**config.mk**
```make
export PLATFORM = sky130hd
export DESIGN_NAME = sq_int
export DESIGN_NICKNAME = d
export VERILOG_FILES = /design/src/rtl/sq_int_pkg.sv /design/src/rtl/sq_int_r4_step.sv /design/src/rtl/sq_int.sv
export SDC_FILE = /design/constraint.sdc
export NUM_CORES = 1
export LEC_CHECK = 0
export CAP_MARGIN = 40
export CORE_MARGIN = 5
export CORE_UTILIZATION = 60
export CTS_BUF_LIST = sky130_fd_sc_hd__clkbuf_4
export DETAILED_ROUTE_END_ITERATION = 6
export GPL_TIMING_DRIVEN = 0
export PLACE_DENSITY_LB_ADDON = 0.1
export SYNTH_ARGS = -nofsm -noshare
export SYNTH_HDL_FRONTEND = slang
export SYNTH_SLANG_ARGS = --single-unit
```
**constraint.sdc**
```tcl
create_clock -name clk -period 3.65 [get_ports clk]
set_input_delay 0.73 -clock clk [delete_from_list [all_inputs] [get_ports clk]]
set_output_delay 0.73 -clock clk [all_outputs]
set_load 0.01 [all_outputs]
```
**src/rtl/sq_int_pkg.sv**
```systemverilog
`default_nettype none
// +------------------------------------------------------------------+
// | Module   : sq_int_pkg                                            |
// | Purpose  : Shared state encoding and iteration-count helper for  |
// |            the sq_int radix-4 squarer.                           |
// | Revision : 1.0 - initial release                                 |
// +------------------------------------------------------------------+
package sq_int_pkg;

   typedef enum logic [1:0] {
      S_IDLE = 2'd0,
      S_MUL  = 2'd1,
      S_ADD  = 2'd2
   } sq_state_e;

   // Two multiplier bits are retired per cycle, so an even width needs width/2 steps.
   function automatic int iter_cnt(input int width);
      return width >> 1;
   endfunction

endpackage
`default_nettype wire

```
**src/rtl/sq_int_r4_step.sv**
```systemverilog
`default_nettype none
// +------------------------------------------------------------------+
// | Module   : sq_int_r4_step                                        |
// | Purpose  : One radix-4 shift-add step: (acc<<2) + d*mcand.       |
// |            Purely combinational.                                 |
// | Revision : 1.0 - initial release                                 |
// +------------------------------------------------------------------+
module sq_int_r4_step
   import sq_int_pkg::*;
#(
   parameter int WIDTH = 8
) (
   input  logic [2*WIDTH-1:0] acc,
   input  logic [WIDTH-1:0]   mcand,
   input  logic [1:0]         d,
   output logic [2*WIDTH-1:0] acc_next
);

   logic [WIDTH+1:0] w_mc_x1;
   logic [WIDTH+1:0] w_mc_x2;
   logic [WIDTH+1:0] w_mc_x3;
   logic [WIDTH+1:0] w_pp;

   assign w_mc_x1 = {2'b00, mcand};
   assign w_mc_x2 = {1'b0, mcand, 1'b0};
   // 3*mcand from a single adder instead of a true multiplier
   assign w_mc_x3 = w_mc_x1 + w_mc_x2;

   // Select the partial product for the current multiplier digit
   always_comb begin
      w_pp = '0;
      case (d)
         2'd0:    w_pp = '0;
         2'd1:    w_pp = w_mc_x1;
         2'd2:    w_pp = w_mc_x2;
         default: w_pp = w_mc_x3;
      endcase
   end

   // The top two accumulator bits are always zero here, since acc is a prefix of root*root
   assign acc_next = {acc[2*WIDTH-3:0], 2'b00} + {{(WIDTH-2){1'b0}}, w_pp};

endmodule
`default_nettype wire

```
**src/rtl/sq_int.sv**
```systemverilog
`default_nettype none
// +------------------------------------------------------------------+
// | Module   : sq_int                                                |
// | Purpose  : Iterative integer squarer, rad = root*root + rem,     |
// |            radix-4 shift-add, start/busy/valid handshake.        |
// | Config   : SQ_INT_REM_CHECK_EN - enables rem > 2*root flag       |
// |            (rem_err); otherwise rem_err is tied low.             |
// | Revision : 1.0 - initial release                                 |
// +------------------------------------------------------------------+
module sq_int
   import sq_int_pkg::*;
#(
   parameter int WIDTH = 8
) (
   input  logic             clk,
   input  logic             rst,
   input  logic             start,
   output logic             busy,
   output logic             valid,
   input  logic [WIDTH-1:0] root,
   input  logic [WIDTH-1:0] rem,
   output logic [WIDTH-1:0] rad,
   output logic             ovf,
   output logic             rem_err
);

   localparam int c_ITER  = iter_cnt(WIDTH);
   localparam int c_CNT_W = (c_ITER > 1) ? $clog2(c_ITER) : 1;
   localparam logic [c_CNT_W-1:0] c_LAST = c_CNT_W'(c_ITER - 1);

   sq_state_e r_state;
   sq_state_e w_next;

   logic [WIDTH-1:0]   r_mcand;
   logic [WIDTH-1:0]   r_mplr;
   logic [WIDTH-1:0]   r_rem_q;
   logic [2*WIDTH-1:0] r_acc;
   logic [c_CNT_W-1:0] r_i;
   logic [WIDTH-1:0]   r_rad;
   logic               r_ovf;
   logic               r_valid;
   logic [2*WIDTH-1:0] w_acc_next;
   logic [2*WIDTH:0]   w_sum;

`ifdef SQ_INT_REM_CHECK_EN
   logic               r_rem_err_q;
   logic               r_rem_err;
   logic               w_rem_big;

   // Compared one bit wider so 2*root cannot wrap
   assign w_rem_big = ({1'b0, rem} > {root, 1'b0});
   assign rem_err   = r_rem_err;
`else
   assign rem_err   = 1'b0;
`endif

   sq_int_r4_step #(
      .WIDTH (WIDTH)
   ) u_step (
      .acc      (r_acc),
      .mcand    (r_mcand),
      .d        (r_mplr[WIDTH-1:WIDTH-2]),
      .acc_next (w_acc_next)
   );

   assign w_sum = {1'b0, r_acc} + {{(WIDTH+1){1'b0}}, r_rem_q};

   assign busy  = (r_state != S_IDLE);
   assign valid = r_valid;
   assign rad   = r_rad;
   assign ovf   = r_ovf;

   // State register
   always_ff @(posedge clk or posedge rst) begin
      if (rst) begin
         r_state <= S_IDLE;
      end else begin
         r_state <= w_next;
      end
   end

   // Next state: start overrides everything, so a start while busy restarts
   always_comb begin
      w_next = r_state;
      if (start) begin
         w_next = S_MUL;
      end else begin
         case (r_state)
            S_MUL:   if (r_i == c_LAST) w_next = S_ADD;
            S_ADD:   w_next = S_IDLE;
            default: w_next = S_IDLE;
         endcase
      end
   end

   // Datapath: operand capture, shift-add iterations and final remainder add
   always_ff @(posedge clk or posedge rst) begin
      if (rst) begin
         r_mcand     <= '0;
         r_mplr      <= '0;
         r_rem_q     <= '0;
         r_acc       <= '0;
         r_i         <= '0;
         r_rad       <= '0;
         r_ovf       <= 1'b0;
         r_valid     <= 1'b0;
`ifdef SQ_INT_REM_CHECK_EN
         r_rem_err_q <= 1'b0;
         r_rem_err   <= 1'b0;
`endif
      end else if (start) begin
         r_mcand     <= root;
         r_mplr      <= root;
         r_rem_q     <= rem;
         r_acc       <= '0;
         r_i         <= '0;
         r_valid     <= 1'b0;
`ifdef SQ_INT_REM_CHECK_EN
         r_rem_err_q <= w_rem_big;
         r_rem_err   <= 1'b0;
`endif
      end else begin
         case (r_state)
            S_MUL: begin
               r_acc  <= w_acc_next;
               r_mplr <= {r_mplr[WIDTH-3:0], 2'b00};
               if (r_i != c_LAST) begin
                  r_i <= r_i + c_CNT_W'(1);
               end
            end
            S_ADD: begin
               r_rad     <= w_sum[WIDTH-1:0];
               r_ovf     <= |w_sum[2*WIDTH:WIDTH];
               r_valid   <= 1'b1;
`ifdef SQ_INT_REM_CHECK_EN
               r_rem_err <= r_rem_err_q;
`endif
            end
            default: begin
            end
         endcase
      end
   end

endmodule
`default_nettype wire

```
* Word level (Yosys, flattened, before mapping)
Cells that the tools add are included.
Storage, ports and cells: flip-flop bits (word level) 54, bits of input ports 19, output and inout port bits 12, logic and storage cells 42
Operators by class: add/subtract/negate cells 4, equality and inequality tests 7, multiplexer cells 13, bitwise gates (word level) 1, reduce and logical (&&, ||, !) cells 8
Operators with widths (count):
- $mux 16 | 2
- $pmux 10 s3 | 1
- $add 16x8->17 | 1
- $add 16x10->16 | 1
- $mux 8 | 2
- $mux 2 | 6
- $add 8x9->10 | 1
- $reduce_or 9->1 | 1
- $reduce_bool 2->1 | 4
- $eq 2x2->1 const B | 3
- $eq 2x1->1 const B | 2
- $reduce_and 2->1 | 2
- $ne 3x3->1 const B | 1
- $add 2x1->2 const B | 1
- $logic_not 2->1 | 1
- $mux 1 | 2
- $ne 2x2->1 const B | 1
- $not 1->1 | 1

* Longest topological paths before layout
depth after elaboration 5, depth in mapped cells 16, mapped depth without buffers 16

* Cells and area by module
A second synthesis with hierarchy kept.
Second synthesis, totals: cells, all modules 403, area total of the unflattened synthesis 3637.2 um^2
By module, submodules not included:
- sq_int | instances 1, cells each 274, area each 2710.1 um^2, sequential area each 1351.3 um^2
- sq_int_r4_step | instances 1, cells each 129, area each 927.1 um^2, sequential area each 0.0 um^2

* Worst setup path after synthesis
No wires, ideal clock.
kind flip-flop to flip-flop, start register r_mcand[1], end register r_acc[13], library setup time 99 ps, data arrival time 3008 ps, data required time 3551 ps, path slack 543 ps, stages on the path, launching flop included 16, buffers on the path 0, period minus slack after synthesis 3107 ps, cell sequence dfrtp_1 > ha_1 > inv_1 > fa_1 > nor2b_1 > o21ai_0 > a21boi_0 > nand3b_1 > o21ai_0 > a22o_1 > ha_1 > inv_1 > o21ai_2 > a41oi_2 > or3_1 > a311oi_1
On the way: cells in the longest elaborated chain, start to end 5
Ends and longest elaborated chain:
- start, declared | line sq_int.sv:34 | logic [WIDTH-1:0] r_mcand;
- start signal, assigned | line sq_int.sv:112 | r_mcand <= root;
- $add 8x9->10 | line sq_int_r4_step.sv:27 | assign w_mc_x3 = w_mc_x1 + w_mc_x2;
- $pmux 10 s3 (*) | line sq_int_r4_step.sv:32 | case (d)
- $add 16x10->16 (*) | line sq_int_r4_step.sv:41 | assign acc_next = {acc[2*WIDTH-3:0], 2'b00} + {{(WIDTH-2){1'b0}}, w_pp};
- $mux 16 (*) | line sq_int.sv:123 | case (r_state)
- $mux 16 (*) | line sq_int.sv:111 | end else if (start) begin
- end signal, assigned | line sq_int.sv:125 | r_acc <= w_acc_next;
- end, declared | line sq_int.sv:37 | logic [2*WIDTH-1:0] r_acc;
Mark *: on every way between the ends. The rest lies on a longest branch, timed or not. The select of a mux whose other input is x is not followed. A chain may end at the register's enable or synchronous reset.

* Worst setup path after layout
start register r_mcand[1], end register r_acc[15]
Same word-level chain as after synthesis.

==> results.cfg <==
[hold_path]
worst_hold_path_type = flip-flop to flip-flop

[sta]
worstMarginPinSlew_ns = 0.600
min_period_over_period = 0.935
slew_viol_final = 0
layout_min_cycle_time_ns = 3.41
clock.fmax_mhz = 293
setup_viol = 0
skew_ns = 0.0281
rsz0062_at_grt = yes
slew_headroom = 0.600
hold_viol = 0
setup_slack_ns = 0.237

[critical_path]
cp_num_buf_inv = 1
cp_top_family = compound AO/OA/AOI/OAI gates
critPathRequiredTime_ns = 3.93
critPathMostFrequentCell = o21a_1
start_kind = flip-flop
critPathMaxStageDelay_ns = 0.46
cp_cell_sequence = ha_1, inv_1, fa_1, nor2b_1, o21ai_1, a21boi_2, o21a_1, or4_1, nand3_1, ha_4, o21a_1, o21a_1, a41oi_2, or3_1, a311oi_1
path_class = flip-flop to flip-flop
path_max_fanout = 5
cp_slowest_cell = dfrtp_1
arrival_ns = 3.69
worst_setup_path_end_kind = flip-flop

[global_route]
grt_pass1_vias = 2833
grt_pass1_wl_um = 13400
track_usage = 0.223
grt_antenna_before_repair = 0
grt_max_degree = 38
grt.overflow.total = 0

[clock_network]
htreeDepth = 2
clock_latency_ns = 0.39
clk_pin_slew_worst_paths_ns = 0.18
cts_root_buffer = clkbuf_4
clock_sinks = 54
clk_path_buf_depth = 2
cts_tree = built
postCtsHoldBufs = 0
cts_buffers = 5

[floorplan]
die-area_um2 = 7600
fp-row-count = 28
fp.dieW_um = 87.2
boundaryPins = 31
core_um2 = 5850
die_h_um = 87.2
start_util = 0.611

[pwr]
ir_worst_vdd_uv = 303
p_leak_nw = 1.82
power.total_mw = 2.19
power_density_nw_per_um2 = 540

[synth]
synth_cell_types = 62
ys_ff_latch = 54
syn_nets = 433
synthDominantCellAreaShare = 0.378
ys.flop_type = dfrtp_1
async_reset_ff_frac = 1.00
synth_edf_count = 0
netlist_instances = 385
seq_area_frac_synth = 0.378
avgSynthCellArea_um2 = 9.28
yosysTopAreaCell = dfrtp_1
synth_area_leaders = dfrtp_1, ha_1, o21ai_0
synth_area_um2 = 3570
synth_warnings = 0

[outcome]
status = complete, no violations

[routing]
drc = 0
drt_iter0_drc = 150
routed_wl_um = 7960
drt_pass1_iterations = 5
vias = 2923
wire_per_inst_um = 16.0
post_drt_via_cell_ratio = 5.87
ant_nets = 0

[finish]
fillers = 472
drive_gt1_frac = 0.116
layout_common_cells = dfrtp_1, nand2_1, o21ai_0, clkdlybuf4s50_1, ha_1
fin_nets = 470
area_growth_pct = 13.8
layout_commonest_cell = dfrtp_1
antenna_cells = 0
final_util = 0.695

[job]
cap_violations = 0

[place]
dp_hpwl_um = 6230
gp_congestion = 0.887
place_ws_ns = 0.155
portBuffers = 29
cells by family after synthesis:
kind of cell / count (synthesis) / synth area share
fa+ha+maj: 29 / 0.108
buf+inv: 44 / 0.0501
mux: 18 / 0.0539
other cells: 1 / 0.00105
flops: 54 / 0.378
xor+xnor: 18 / 0.0441
compound gates: 104 / 0.197
simple gates: 117 / 0.168
where the power goes:
group | internal, mW | switching (mW)
registers | 0.714 | 0.111
logic | 0.492 | 0.597
clock network | 0.0837 | 0.195
per-stage QoR:
stage	setup TNS, ns	area [um2]	hold WS (ns)	cells
3_5_place_dp	0	3980	0.466	490
6_report	0	4070	0.503	498
2_1_floorplan	0	3570	0.446	385
3_3_place_gp	0	3960	0.461	489
4_1_cts	0	4040	0.504	498
5_1_grt	-0.0233	4070	0.519	498
cell type report:
cell class	instances	area (um2)	area share
Multi-Input combinational cell	287	2070	0.509
Sequential cell	54	1350	0.332
Timing Repair Buffer	30	310	0.0763
Buffer	22	97.6	0.0240
Tap cell	75	93.8	0.0231
Inverter	22	82.6	0.0203
Clock buffer	6	45.0	0.0111
Clock inverter	2	13.8	0.00339
worst min-delay path: stages (launching register included):
cell,delay (ns)
dfrtp_1,0.38
nand2_1,0.05
o21ai_0,0.06
cells in the mapped netlist, types with 3 or more instances:
cell       count
dfrtp_1       54
nand2_1       46
o21ai_0       36
ha_1          26
inv_1         22
a21oi_1       20
nor2_1        18
clkbuf_1      13
mux2_2        10
nand3_1        9
xnor2_1        9
xor2_1         9
mux2i_1        8
a211oi_1       7
buf_2          5
nand3b_1       5
nor2b_1        5
o21a_1         5
a21o_1         4
a22o_1         4
nand4_1        4
nor3_1         4
o2111ai_1      4
or4_1          4
fa_1           3
or2_2          3
or3_1          3
final timing paths:
kind / from / end / slack (ns) / cells after the start
min: rad[6]$_DFFE_PP0P_ / rad[6]$_DFFE_PP0P_ / 0.50 / 2
max: r_mcand[1]$_DFFE_PP0P_ / r_acc[15]$_DFFE_PP0P_ / 0.24 / 15
min reg2reg: rad[6]$_DFFE_PP0P_ / rad[6]$_DFFE_PP0P_ / 0.50 / 2
max in group asynchronous: rst / r_acc[8]$_DFFE_PP0P_ / 2.49 / 3
min in group asynchronous: rst / r_mplr[1]$_DFFE_PP0P_ / 0.63 / 2
max reg2reg: r_mcand[1]$_DFFE_PP0P_ / r_acc[15]$_DFFE_PP0P_ / 0.24 / 15
metal layers:
layer | part of all wire | wire [um] | vias up | global-route usage
met1 | 0.42 | 3380 | 1397 | 0.281
met3 | 0.040 | 321 | 10 | 0.0322
met4 | 0.011 | 89 | 0 | 0.0446
met2 | 0.52 | 4170 | 75 | 0.406
met5 | 0 | 0 | - | 0
li1 | - | - | 1441 | -
state kept, by name, indices dropped and copies added, names as in the netlist:
register / flops
r_state: 2
r_mplr: 8
r_mcand: 8
r_i: 2
r_acc: 16
ovf: 1
valid: 1
rad: 8
r_rem_q: 8
repair_timing:
item,4_1_cts,5_1_grt
buffers inserted,0,0
endpoints found under the hold margin,0,0
resized for setup,0,7
endpoints found under the setup margin,0,6
No activity file was read; power rests on OpenSTA's default activity.
